==> src/rtl/riscv_pkg.sv <==
// Shared types for the load/store unit: funct3 memory op encodings and FSM states.
package riscv_pkg;

  typedef enum logic [2:0] {
    LSU_B  = 3'b000,
    LSU_H  = 3'b001,
    LSU_W  = 3'b010,
    LSU_BU = 3'b100,
    LSU_HU = 3'b101
  } lsu_op_t;

  typedef enum logic [1:0] {
    IDLE   = 2'd0,
    ACCESS = 2'd1,
    RESP   = 2'd2
  } lsu_state_t;

endpackage

==> src/rtl/lsu_align.sv <==
// Combinational lane steering: request checks, byte enables, store replication
// and little-endian load extraction with sign/zero extension.
module lsu_align (
  input  logic        req_we,
  input  logic [2:0]  req_op,
  input  logic [1:0]  req_off,
  input  logic [31:0] req_wdata,
  output logic        illegal,
  output logic        misaligned,
  output logic [3:0]  be,
  output logic [31:0] wdata_lanes,
  input  logic [2:0]  ld_op,
  input  logic [1:0]  ld_off,
  input  logic [31:0] rdata,
  output logic [31:0] ld_data
);
  import riscv_pkg::*;

  logic [31:0] lane;

  always_comb begin
    illegal     = 1'b0;
    misaligned  = 1'b0;
    be          = 4'b0000;
    wdata_lanes = req_wdata;
    case (req_op)
      LSU_B, LSU_BU: begin
        be          = 4'b0001 << req_off;
        wdata_lanes = {4{req_wdata[7:0]}};
      end
      LSU_H, LSU_HU: begin
        misaligned  = req_off[0];
        be          = 4'b0011 << req_off;
        wdata_lanes = {2{req_wdata[15:0]}};
      end
      LSU_W: begin
        misaligned = |req_off;
        be         = 4'b1111;
      end
      default: illegal = 1'b1;
    endcase
    // unsigned variants exist only for loads
    if (req_we && req_op[2]) illegal = 1'b1;
  end

  always_comb begin
    lane    = rdata >> {ld_off, 3'b000};
    ld_data = lane;
    case (ld_op)
      LSU_B:   ld_data = {{24{lane[7]}}, lane[7:0]};
      LSU_BU:  ld_data = {24'h000000, lane[7:0]};
      LSU_H:   ld_data = {{16{lane[15]}}, lane[15:0]};
      LSU_HU:  ld_data = {16'h0000, lane[15:0]};
      default: ld_data = lane;
    endcase
  end

endmodule

==> src/rtl/load_store_unit.sv <==
// Memory stage: accepts one load/store, runs it over the req/ack port with a
// bus timeout, and returns a single registered response.
//   state  | meaning
//   IDLE   | ready for a new op
//   ACCESS | mem_req held, waiting for mem_ack or timeout
//   RESP   | rsp_valid strobe for one cycle
module load_store_unit #(
  parameter int unsigned TIMEOUT_CYCLES = 16
) (
  input  logic        clk,
  input  logic        n_rst,
  input  logic        req_valid,
  output logic        req_ready,
  input  logic        req_we,
  input  logic [2:0]  req_op,
  input  logic [31:0] req_addr,
  input  logic [31:0] req_wdata,
  output logic        mem_req,
  output logic        mem_we,
  output logic [31:0] mem_addr,
  output logic [3:0]  mem_be,
  output logic [31:0] mem_wdata,
  input  logic        mem_ack,
  input  logic [31:0] mem_rdata,
  output logic        rsp_valid,
  output logic [31:0] rsp_data,
  output logic        rsp_misaligned,
  output logic        rsp_err
);
  import riscv_pkg::*;

  localparam int unsigned CNT_W = $clog2(TIMEOUT_CYCLES + 1);
  localparam logic [CNT_W-1:0] CNT_LIMIT = CNT_W'(TIMEOUT_CYCLES);

  lsu_state_t        state_q, state_d;
  logic [CNT_W-1:0]  cnt_q, cnt_d, cnt_inc;
  logic [2:0]        op_q, op_d;
  logic [1:0]        off_q, off_d;
  logic              mem_req_q, mem_req_d;
  logic              mem_we_q, mem_we_d;
  logic [31:0]       mem_addr_q, mem_addr_d;
  logic [3:0]        mem_be_q, mem_be_d;
  logic [31:0]       mem_wdata_q, mem_wdata_d;
  logic              rsp_valid_q, rsp_valid_d;
  logic [31:0]       rsp_data_q, rsp_data_d;
  logic              rsp_mis_q, rsp_mis_d;
  logic              rsp_err_q, rsp_err_d;

  logic        chk_illegal, chk_misaligned;
  logic [3:0]  st_be;
  logic [31:0] st_wdata, ld_data;

  lsu_align u_align (
    .req_we      (req_we),
    .req_op      (req_op),
    .req_off     (req_addr[1:0]),
    .req_wdata   (req_wdata),
    .illegal     (chk_illegal),
    .misaligned  (chk_misaligned),
    .be          (st_be),
    .wdata_lanes (st_wdata),
    .ld_op       (op_q),
    .ld_off      (off_q),
    .rdata       (mem_rdata),
    .ld_data     (ld_data)
  );

  always_comb begin
    state_d     = state_q;
    cnt_d       = cnt_q;
    op_d        = op_q;
    off_d       = off_q;
    mem_req_d   = mem_req_q;
    mem_we_d    = mem_we_q;
    mem_addr_d  = mem_addr_q;
    mem_be_d    = mem_be_q;
    mem_wdata_d = mem_wdata_q;
    rsp_valid_d = rsp_valid_q;
    rsp_data_d  = rsp_data_q;
    rsp_mis_d   = rsp_mis_q;
    rsp_err_d   = rsp_err_q;
    cnt_inc     = cnt_q + CNT_W'(1);

    case (state_q)
      IDLE: begin
        if (req_valid) begin
          op_d  = req_op;
          off_d = req_addr[1:0];
          if (chk_illegal) begin
            rsp_valid_d = 1'b1;
            rsp_err_d   = 1'b1;
            rsp_data_d  = 32'h0;
            state_d     = RESP;
          end else if (chk_misaligned) begin
            rsp_valid_d = 1'b1;
            rsp_mis_d   = 1'b1;
            rsp_data_d  = 32'h0;
            state_d     = RESP;
          end else begin
            mem_req_d   = 1'b1;
            mem_we_d    = req_we;
            mem_addr_d  = {req_addr[31:2], 2'b00};
            mem_be_d    = st_be;
            mem_wdata_d = st_wdata;
            cnt_d       = '0;
            state_d     = ACCESS;
          end
        end
      end
      ACCESS: begin
        cnt_d = cnt_inc;
        // ack takes priority over a timeout landing in the same cycle
        if (mem_ack) begin
          mem_req_d   = 1'b0;
          rsp_valid_d = 1'b1;
          rsp_data_d  = mem_we_q ? 32'h0 : ld_data;
          state_d     = RESP;
        end else if (cnt_inc == CNT_LIMIT) begin
          mem_req_d   = 1'b0;
          rsp_valid_d = 1'b1;
          rsp_err_d   = 1'b1;
          rsp_data_d  = 32'h0;
          state_d     = RESP;
        end
      end
      RESP: begin
        rsp_valid_d = 1'b0;
        rsp_mis_d   = 1'b0;
        rsp_err_d   = 1'b0;
        rsp_data_d  = 32'h0;
        state_d     = IDLE;
      end
      default: state_d = IDLE;
    endcase
  end

  always_ff @(posedge clk or negedge n_rst) begin
    if (!n_rst) begin
      state_q     <= IDLE;
      cnt_q       <= '0;
      op_q        <= 3'b000;
      off_q       <= 2'b00;
      mem_req_q   <= 1'b0;
      mem_we_q    <= 1'b0;
      mem_addr_q  <= 32'h0;
      mem_be_q    <= 4'h0;
      mem_wdata_q <= 32'h0;
      rsp_valid_q <= 1'b0;
      rsp_data_q  <= 32'h0;
      rsp_mis_q   <= 1'b0;
      rsp_err_q   <= 1'b0;
    end else begin
      state_q     <= state_d;
      cnt_q       <= cnt_d;
      op_q        <= op_d;
      off_q       <= off_d;
      mem_req_q   <= mem_req_d;
      mem_we_q    <= mem_we_d;
      mem_addr_q  <= mem_addr_d;
      mem_be_q    <= mem_be_d;
      mem_wdata_q <= mem_wdata_d;
      rsp_valid_q <= rsp_valid_d;
      rsp_data_q  <= rsp_data_d;
      rsp_mis_q   <= rsp_mis_d;
      rsp_err_q   <= rsp_err_d;
    end
  end

  assign req_ready      = (state_q == IDLE);
  assign mem_req        = mem_req_q;
  assign mem_we         = mem_we_q;
  assign mem_addr       = mem_addr_q;
  assign mem_be         = mem_be_q;
  assign mem_wdata      = mem_wdata_q;
  assign rsp_valid      = rsp_valid_q;
  assign rsp_data       = rsp_data_q;
  assign rsp_misaligned = rsp_mis_q;
  assign rsp_err        = rsp_err_q;

endmodule
==> config.mk <==
export PLATFORM = sky130hd
export DESIGN_NAME = load_store_unit
export DESIGN_NICKNAME = d
export VERILOG_FILES = /design/src/rtl/riscv_pkg.sv /design/src/rtl/lsu_align.sv /design/src/rtl/load_store_unit.sv
export SDC_FILE = /design/constraint.sdc
export NUM_CORES = 1
export LEC_CHECK = 0
export ABC_CLOCK_PERIOD_IN_PS = 4180
export BUFFER_PORTS_ARGS = -buffer_cell sky130_fd_sc_hd__buf_4
export CAP_MARGIN = 20
export CORE_MARGIN = 5
export CORE_UTILIZATION = 35
export CTS_BUF_LIST = sky130_fd_sc_hd__clkbuf_4 sky130_fd_sc_hd__clkbuf_8
export CTS_CLUSTER_DIAMETER = 100
export DETAILED_ROUTE_END_ITERATION = 12
export PLACE_DENSITY = 0.61
export SKIP_CTS_REPAIR_TIMING = 1
export SLEW_MARGIN = 20
export SYNTH_ARGS = -nofsm -noshare
export SYNTH_HDL_FRONTEND = slang
export SYNTH_SLANG_ARGS = --single-unit
export TNS_END_PERCENT = 100
==> constraint.sdc <==
create_clock -name clk -period 4.18 [get_ports clk]
set_input_delay 0.627 -clock clk [delete_from_list [all_inputs] [get_ports clk]]
set_output_delay 0.627 -clock clk [all_outputs]
set_load 0.03 [all_outputs]
==> out/metrics.yaml, run 1 <==
hold_path_class: "input pin to asynchronous set/reset pin"
r2r-start: "off_q[1]$_DFFE_PN0P_"
power_density_nw_per_um2: 601
cts_buffer_depth: 2
fin_skew_ps: 11.1
worstPathMaxFanout: 27
gp_congestion: 0.808
setup_viol: 0
track_usage: 0.176
synth_flop_cell: "dfrtp_1"
cts_tree: "yes"
r2r_slack_ps: 1710
async_flop_share: 1.00
grt_pass1_wl_um: 25100
dieWidth_um: 134
slowest_stage: "dfrtp_1"
worstPathCellList: "nor2b_1, o2bb2ai_1, nand2_1, a21oi_4, a221o_1"
fin_crit_ps: 2470
cp-end-kind: "flop"
drv_slew: 0
regArea_um2: 2880
synth_cell_types: 47
critPathArrivalTime_ps: 2840
avgSynthCellArea_um2: 11.6
nFillCells: 1431
grt-ovfl-total: 0
fin_hold_ws_ps: 191
vias: 4325
finalWirelength_um: 15500
finalSetupTns_ps: 0
seq_area_frac_synth: 0.537
slowest_delay_ps: 910
synth-seq-cells: 115
grt-busiest-layer: "met2"
dp_hpwl_um: 11500
maxCapViolations: 0
tightest_slew_ps: 1000
route.detailed.drc: 0
antenna_found_initial: 0
layout.nets: 762
rows: 45
slew_headroom: 0.331
drtAntennaViolNets: 0
via_per_inst: 5.06
multi_input_area_um2: 2310
worstReg2RegEnd: "rsp_data[29]$_DFFE_PN0P_"
io_pins: 210
final_common_cell: "buf_4"
cts_sinks: 115
grt_max_degree: 97
die_y_um: 134
synthCells: 460
floorplan.die_area_um2: 17900
worst_ir_drop_vdd_mv: 0.357
wl_per_cell_um: 18.1
syn-cell-area_um2: 5360
numPortBuffers: 207
grt_use_met3: 0.105
crit_end: "rsp_data[29]$_DFFE_PN0P_"
worstPathRequired_ps: 4550
hold_viol: 0
use_met1: 0.214
timing.final.crit_share: 0.590
status: "finished, final reports clean"
dr.pass1.iters: 4
ctsHtreeMaxLevel: 4
fmax_mhz: 405
cts-root-buf: "clkbuf_8"
crit_type: "flop to flop"
clkTransAtPathRegs_ps: 70
core-area_um2: 15100
layout_common_cells: "buf_4 (210), dfrtp_1 (115), mux2_2 (50)"
synth_edf_count: 0
use_met2: 0.266
cts_inserted_buffers: 17
diodes: 0
leakagePower_nw: 3.63
insertion_delay_ps: 430
ys_warn_count: 0
rsz0062_at_grt: "no"
r2r.worst_path.cells: 5
drive_above_1_share: 0.454
grt_pass1_vias: 4747
power_w: 0.00445
startpoint_type: "flop"
start_util: 0.355
drt-initial-drc-count: 221
synthToLayoutAreaGrowth_pct: 38.0
startpoint: "off_q[1]$_DFFE_PN0P_"
[where the power goes]
group / switching [W] / internal (W) / leakage, nW
Combinational: 0.00104 / 0.000721 / 1.97
Sequential: 0.000232 / 0.00141 / 1.46
Clock: 0.000427 / 0.000610 / 0.207
[final cells by class]
cell class,count,area share
tap,188,0.0318
inverter,1,0.000508
clock buffer,24,0.0430
multi-input combinational,312,0.312
sequential,115,0.389
clock inverter,5,0.0102
timing repair buffer,210,0.213
[critical path: cells and delay by family, from the launching register on]
family	cells	cell delay [ps]
and+or+nand+nor	2	680
DFF	1	910
AOI/OAI and AO/OA	3	810
[kinds of logic (layout without fill, tap and decap cells)]
logic type               Yosys count  count (layout)  synth area share
flip-flops                       115             115             0.537
XOR/XNOR                           2               2           0.00327
AO/OA/AOI/OAI                    117             117             0.145
buffers and inverters             34             240            0.0336
other                              1               2          0.000700
AND/OR/NAND/NOR                   96              96            0.0874
multiplexers                      94              94             0.190
adder cells (fa/ha/maj)            1               1           0.00234
[worst min-delay path by stage]
stage	cells past startpoint	startpoint	end	slack, ps
2_1_floorplan	0	n_rst	cnt_q[0]$_DFFE_PN0P_	330
3_3_place_gp	2	mem_wdata[17]$_DFFE_PN0P_	mem_wdata[17]$_DFFE_PN0P_	470
3_5_place_dp	2	mem_wdata[14]$_DFFE_PN0P_	mem_wdata[14]$_DFFE_PN0P_	470
4_1_cts	1	n_rst	mem_wdata[25]$_DFFE_PN0P_	180
5_1_grt	1	n_rst	mem_wdata[25]$_DFFE_PN0P_	200
6_report	1	n_rst	cnt_q[1]$_DFFE_PN0P_	190
[flip-flops by register name, indices dropped and copies added, names as in the netlist, 2 cells and up]
register   count
state_q        2
rsp_data      32
op_q           3
mem_be         4
mem_wdata     32
mem_addr      30
off_q          2
cnt_q          5
[synth_stat cells, types with 2 or more instances]
cell type	n	area (um2)
mux2_4	3	45.0
nand2_1	45	169
dfrtp_1	115	2880
o21a_1	2	15.0
clkbuf_1	13	48.8
nand3_1	2	10.0
mux2i_1	41	410
buf_1	2	7.51
nand2b_1	5	31.3
mux2_2	50	563
xor2_1	2	17.5
buf_2	12	60.1
o2bb2ai_1	17	149
nand2_2	2	12.5
a221o_1	17	170
or2_2	2	12.5
a21boi_0	2	15.0
o21ai_0	40	200
nor2b_1	2	12.5
a21oi_1	29	145
buf_6	4	45.0
buf_4	2	15.0
nor2_1	24	90.1
nor3_1	4	20.0
[per-stage QoR]
step                      cells  utilization  setup WS (ps)  instance area, um2
after global routing        855        0.490           1520                7390
after CTS                   855        0.490           1730                7390
after detailed placement    826        0.464           1460                7000
final                       855        0.490           1710                7390
after global placement      826        0.464           1500                7000
after floorplan             461            -           2070                5360
[layer usage]
metal,part of all wire,vias up,routed length (um)
li1,-,2052,-
met1,0.42,2066,6500
met2,0.44,194,6850
met3,0.12,13,1930
met4,0.011,0,176
met5,0,-,0
Note: power is estimated with default switching activity, not from simulation.
==> inputs of run 2 (changes only) <==
--- a/config.mk
+++ b/config.mk
@@ -5,7 +5,8 @@
 export SDC_FILE = /design/constraint.sdc
 export NUM_CORES = 1
 export LEC_CHECK = 0
-export ABC_CLOCK_PERIOD_IN_PS = 4180
+export ABC_AREA = 1
+export ABC_CLOCK_PERIOD_IN_PS = 2400
 export BUFFER_PORTS_ARGS = -buffer_cell sky130_fd_sc_hd__buf_4
 export CAP_MARGIN = 20
 export CORE_MARGIN = 5
@@ -13,7 +14,7 @@
 export CTS_BUF_LIST = sky130_fd_sc_hd__clkbuf_4 sky130_fd_sc_hd__clkbuf_8
 export CTS_CLUSTER_DIAMETER = 100
 export DETAILED_ROUTE_END_ITERATION = 12
-export PLACE_DENSITY = 0.61
+export PLACE_DENSITY = 0.6
 export SKIP_CTS_REPAIR_TIMING = 1
 export SLEW_MARGIN = 20
 export SYNTH_ARGS = -nofsm -noshare
==> constraint.sdc (replaced) <==
create_clock -name clk -period 2.4 [get_ports clk]
set_input_delay 0.36 -clock clk [delete_from_list [all_inputs] [get_ports clk]]
set_output_delay 0.36 -clock clk [all_outputs]
set_load 0.03 [all_outputs]
==> out/metrics.yaml, run 2 <==
synth_cell_types: 29  # -38%
r2r_slack_ps: 410  # -1300 ps
timing.final.crit_share: 0.828  # +0.237
hold_path_class: "input pin to flop"
fmax_mhz: 503  # +24%
fin_crit_ps: 1990  # -481 ps
synth_top_cell_by_area: "dfrtp_1"
slew_headroom: 0.552  # +0.221
core-area_um2: 15900  # +5.7%
tightest_slew_ps: 670  # -334 ps
hold_viol: 0  # unchanged
power_density_nw_per_um2: 1310  # +120%
layout.nets: 1068  # +40%
ys_top_cells_by_count: "nand2_1 (369), dfrtp_1 (115), nand3_1 (91), o21ai_0 (40), inv_1 (28)"
final_area_um2: 7930  # +7.3%
cts_tree: "yes"
cts_inserted_buffers: 17  # unchanged
maxCapViolations: 0  # unchanged
r2r.worst_path.cells: 9  # +4
numPortBuffers: 207  # unchanged
dieWidth_um: 138  # +3.0%
antenna_found_initial: 0  # unchanged
dr.pass1.iters: 4  # unchanged
worstReg2RegEnd: "rsp_data[23]$_DFFE_PN0P_"
drv_slew: 0  # unchanged
dp_hpwl_um: 13200  # +15%
min_to: "mem_addr[10]$_DFFE_PN0P_"
clkTransAtPathRegs_ps: 70  # about the same
insertion_delay_ps: 430  # about the same
drt-initial-drc-count: 326  # +48%
worstPathRequired_ps: 2760  # -1790 ps
floorplan.die_area_um2: 19000  # +6.0%
setup_viol: 0  # unchanged
cts_sinks: 115  # unchanged
hp-start: "req_addr[10]"
leakagePower_nw: 4.47  # +23%
finalSetupTns_ps: 0  # unchanged
cp-end-kind: "flop"
r2r-start: "cnt_q[0]$_DFFE_PN0P_"
synth_top_area_frac: 0.504  # -0.0328
syn-cell-area_um2: 5700  # +6.5%
synthCells: 765  # +66%
status: "finished, final reports clean"
whs_path_depth: 3
vias: 5615  # +30%
grt_pass1_vias: 5551  # +17%
worst_ir_drop_vdd_mv: 0.574  # +61%
grt_pass1_wl_um: 28200  # +12%
crit_type: "flop to flop"
rows: 46  # +2.2%
synthToLayoutAreaGrowth_pct: 39.1
avgSynthCellArea_um2: 7.46  # -36%
cts-root-buf: "clkbuf_8"
drtAntennaViolNets: 0  # unchanged
cts_buffer_depth: 2  # unchanged
diodes: 0  # unchanged
synth-seq-cells: 115  # unchanged
synth_edf_count: 0  # unchanged
ys_warn_count: 0  # unchanged
fin_skew_ps: 9.23  # -1.85 ps
layout_common_cells: "nand2_1 (369), buf_4 (219), dfrtp_1 (115)"
worstPathMaxFanout: 33  # +22%
ctsHtreeMaxLevel: 4  # unchanged
grt-ovfl-total: 0  # unchanged
die_y_um: 138  # +3.0%
startpoint_type: "flop"
wl_per_cell_um: 15.2  # -16%
power_w: 0.0104  # +130%
dp_cells: 1158  # +40%
io_pins: 210  # unchanged
gp_congestion: 0.870  # +7.7%
finalWirelength_um: 18100  # +17%
seq_area_frac_synth: 0.504  # -0.0328
rsz0062_at_grt: "no"
yosysMostFrequentCell: "nand2_1"
route.detailed.drc: 0  # unchanged
track_usage: 0.192  # +0.0156
async_flop_share: 1.00  # unchanged
final_common_cell: "nand2_1"
grt_max_degree: 52  # -46%
start_util: 0.358  # +0.00282
critPathArrivalTime_ps: 2350  # -490 ps
place_area_um2: 7450  # +6.4%
synth_flop_cell: "dfrtp_1"
nFillCells: 1623  # +13%
drive_above_1_share: 0.278  # -0.177
synthTopCellsByArea: "dfrtp_1 (50%), nand2_1 (24%), nand3_1 (8.0%), o21ai_0 (3.5%), a21oi_1 (2.1%)"
instances_no_fill: 1192  # +39%
via_per_inst: 4.71  # -6.9%
## run 2: cell types whose count changed after synthesis, sizes merged, moves of 4 or more
cell	delta
a221o	-17
a21oi	-5
o211ai	+6
o2bb2ai	-17
inv	+30
mux2	-52
nand2	+324
mux2i	-41
buf	+12
nand2b	-5
nand3	+91
nor3	-4
## run 2: critical path: stages (launching register included)
cell	delay, ps
dfrtp_1	410
ha_1	250
nand3_1	100
nand2_1	70
nand2_1	70
nand3_1	100
nand3_1	160
nand2_2	540
nand2_1	130
nand2_1	90
## run 2: area by class of cell
cell class	count	area (um2)	share of cell area
sequential	115	2880	0.363
timing repair buffer	224	1730	0.219
tap	216	270	0.0341
clock inverter	12	178	0.0224
clock buffer	20	275	0.0347
inverter	32	120	0.0151
multi-input combinational	573	2480	0.312
## run 2: routing by layer
metal	routed length (um)	global-route usage	vias up
met4	301	0.0715	0
met5	0	0	-
met3	2140	0.0771	23
met2	8100	0.292	221
li1	-	-	2821
met1	7530	0.246	2550
## run 2: cell families (layout without fill, tap and decap cells)
family,Yosys count,after routing,share of synthesized area
AND/OR/NAND/NOR,493,493,0.353
other,1,2,0.000657
multiplexers,1,1,0.00197
buffers and inverters,78,288,0.0638
flip-flops,115,115,0.504
XOR/XNOR,1,1,0.00154
AO/OA/AOI/OAI,75,75,0.0724
adder cells (fa/ha/maj),1,1,0.00219
## run 2: worst max path at each step
stage | start | end | cells after the start
4_1_cts | cnt_q[0]$_DFFE_PN0P_ | rsp_data[23]$_DFFE_PN0P_ | 9
3_5_place_dp | req_op[0] | mem_addr[28]$_DFFE_PN0P_ | 7
5_1_grt | cnt_q[0]$_DFFE_PN0P_ | rsp_data[25]$_DFFE_PN0P_ | 9
6_report | cnt_q[0]$_DFFE_PN0P_ | rsp_data[23]$_DFFE_PN0P_ | 9
2_1_floorplan | state_q[0]$_DFFE_PN0P_ | mem_addr[10]$_DFFE_PN0P_ | 8
3_3_place_gp | req_op[0] | mem_addr[25]$_DFFE_PN0P_ | 7
## run 2: per-stage QoR
step	setup slack, ps	hold slack, ps	utilization
2_1_floorplan	688	64.4	-
3_3_place_gp	294	352	0.467
3_5_place_dp	275	349	0.467
4_1_cts	381	-137	0.496
5_1_grt	192	122	0.498
6_report	413	151	0.498
## run 2: report_power, final
part	switching, W	internal (W)	total, W
combinational	0.00337	0.00172	0.00509
sequential	0.000508	0.00271	0.00321
clock	0.000837	0.00122	0.00205
total	0.00472	0.00564	0.0104
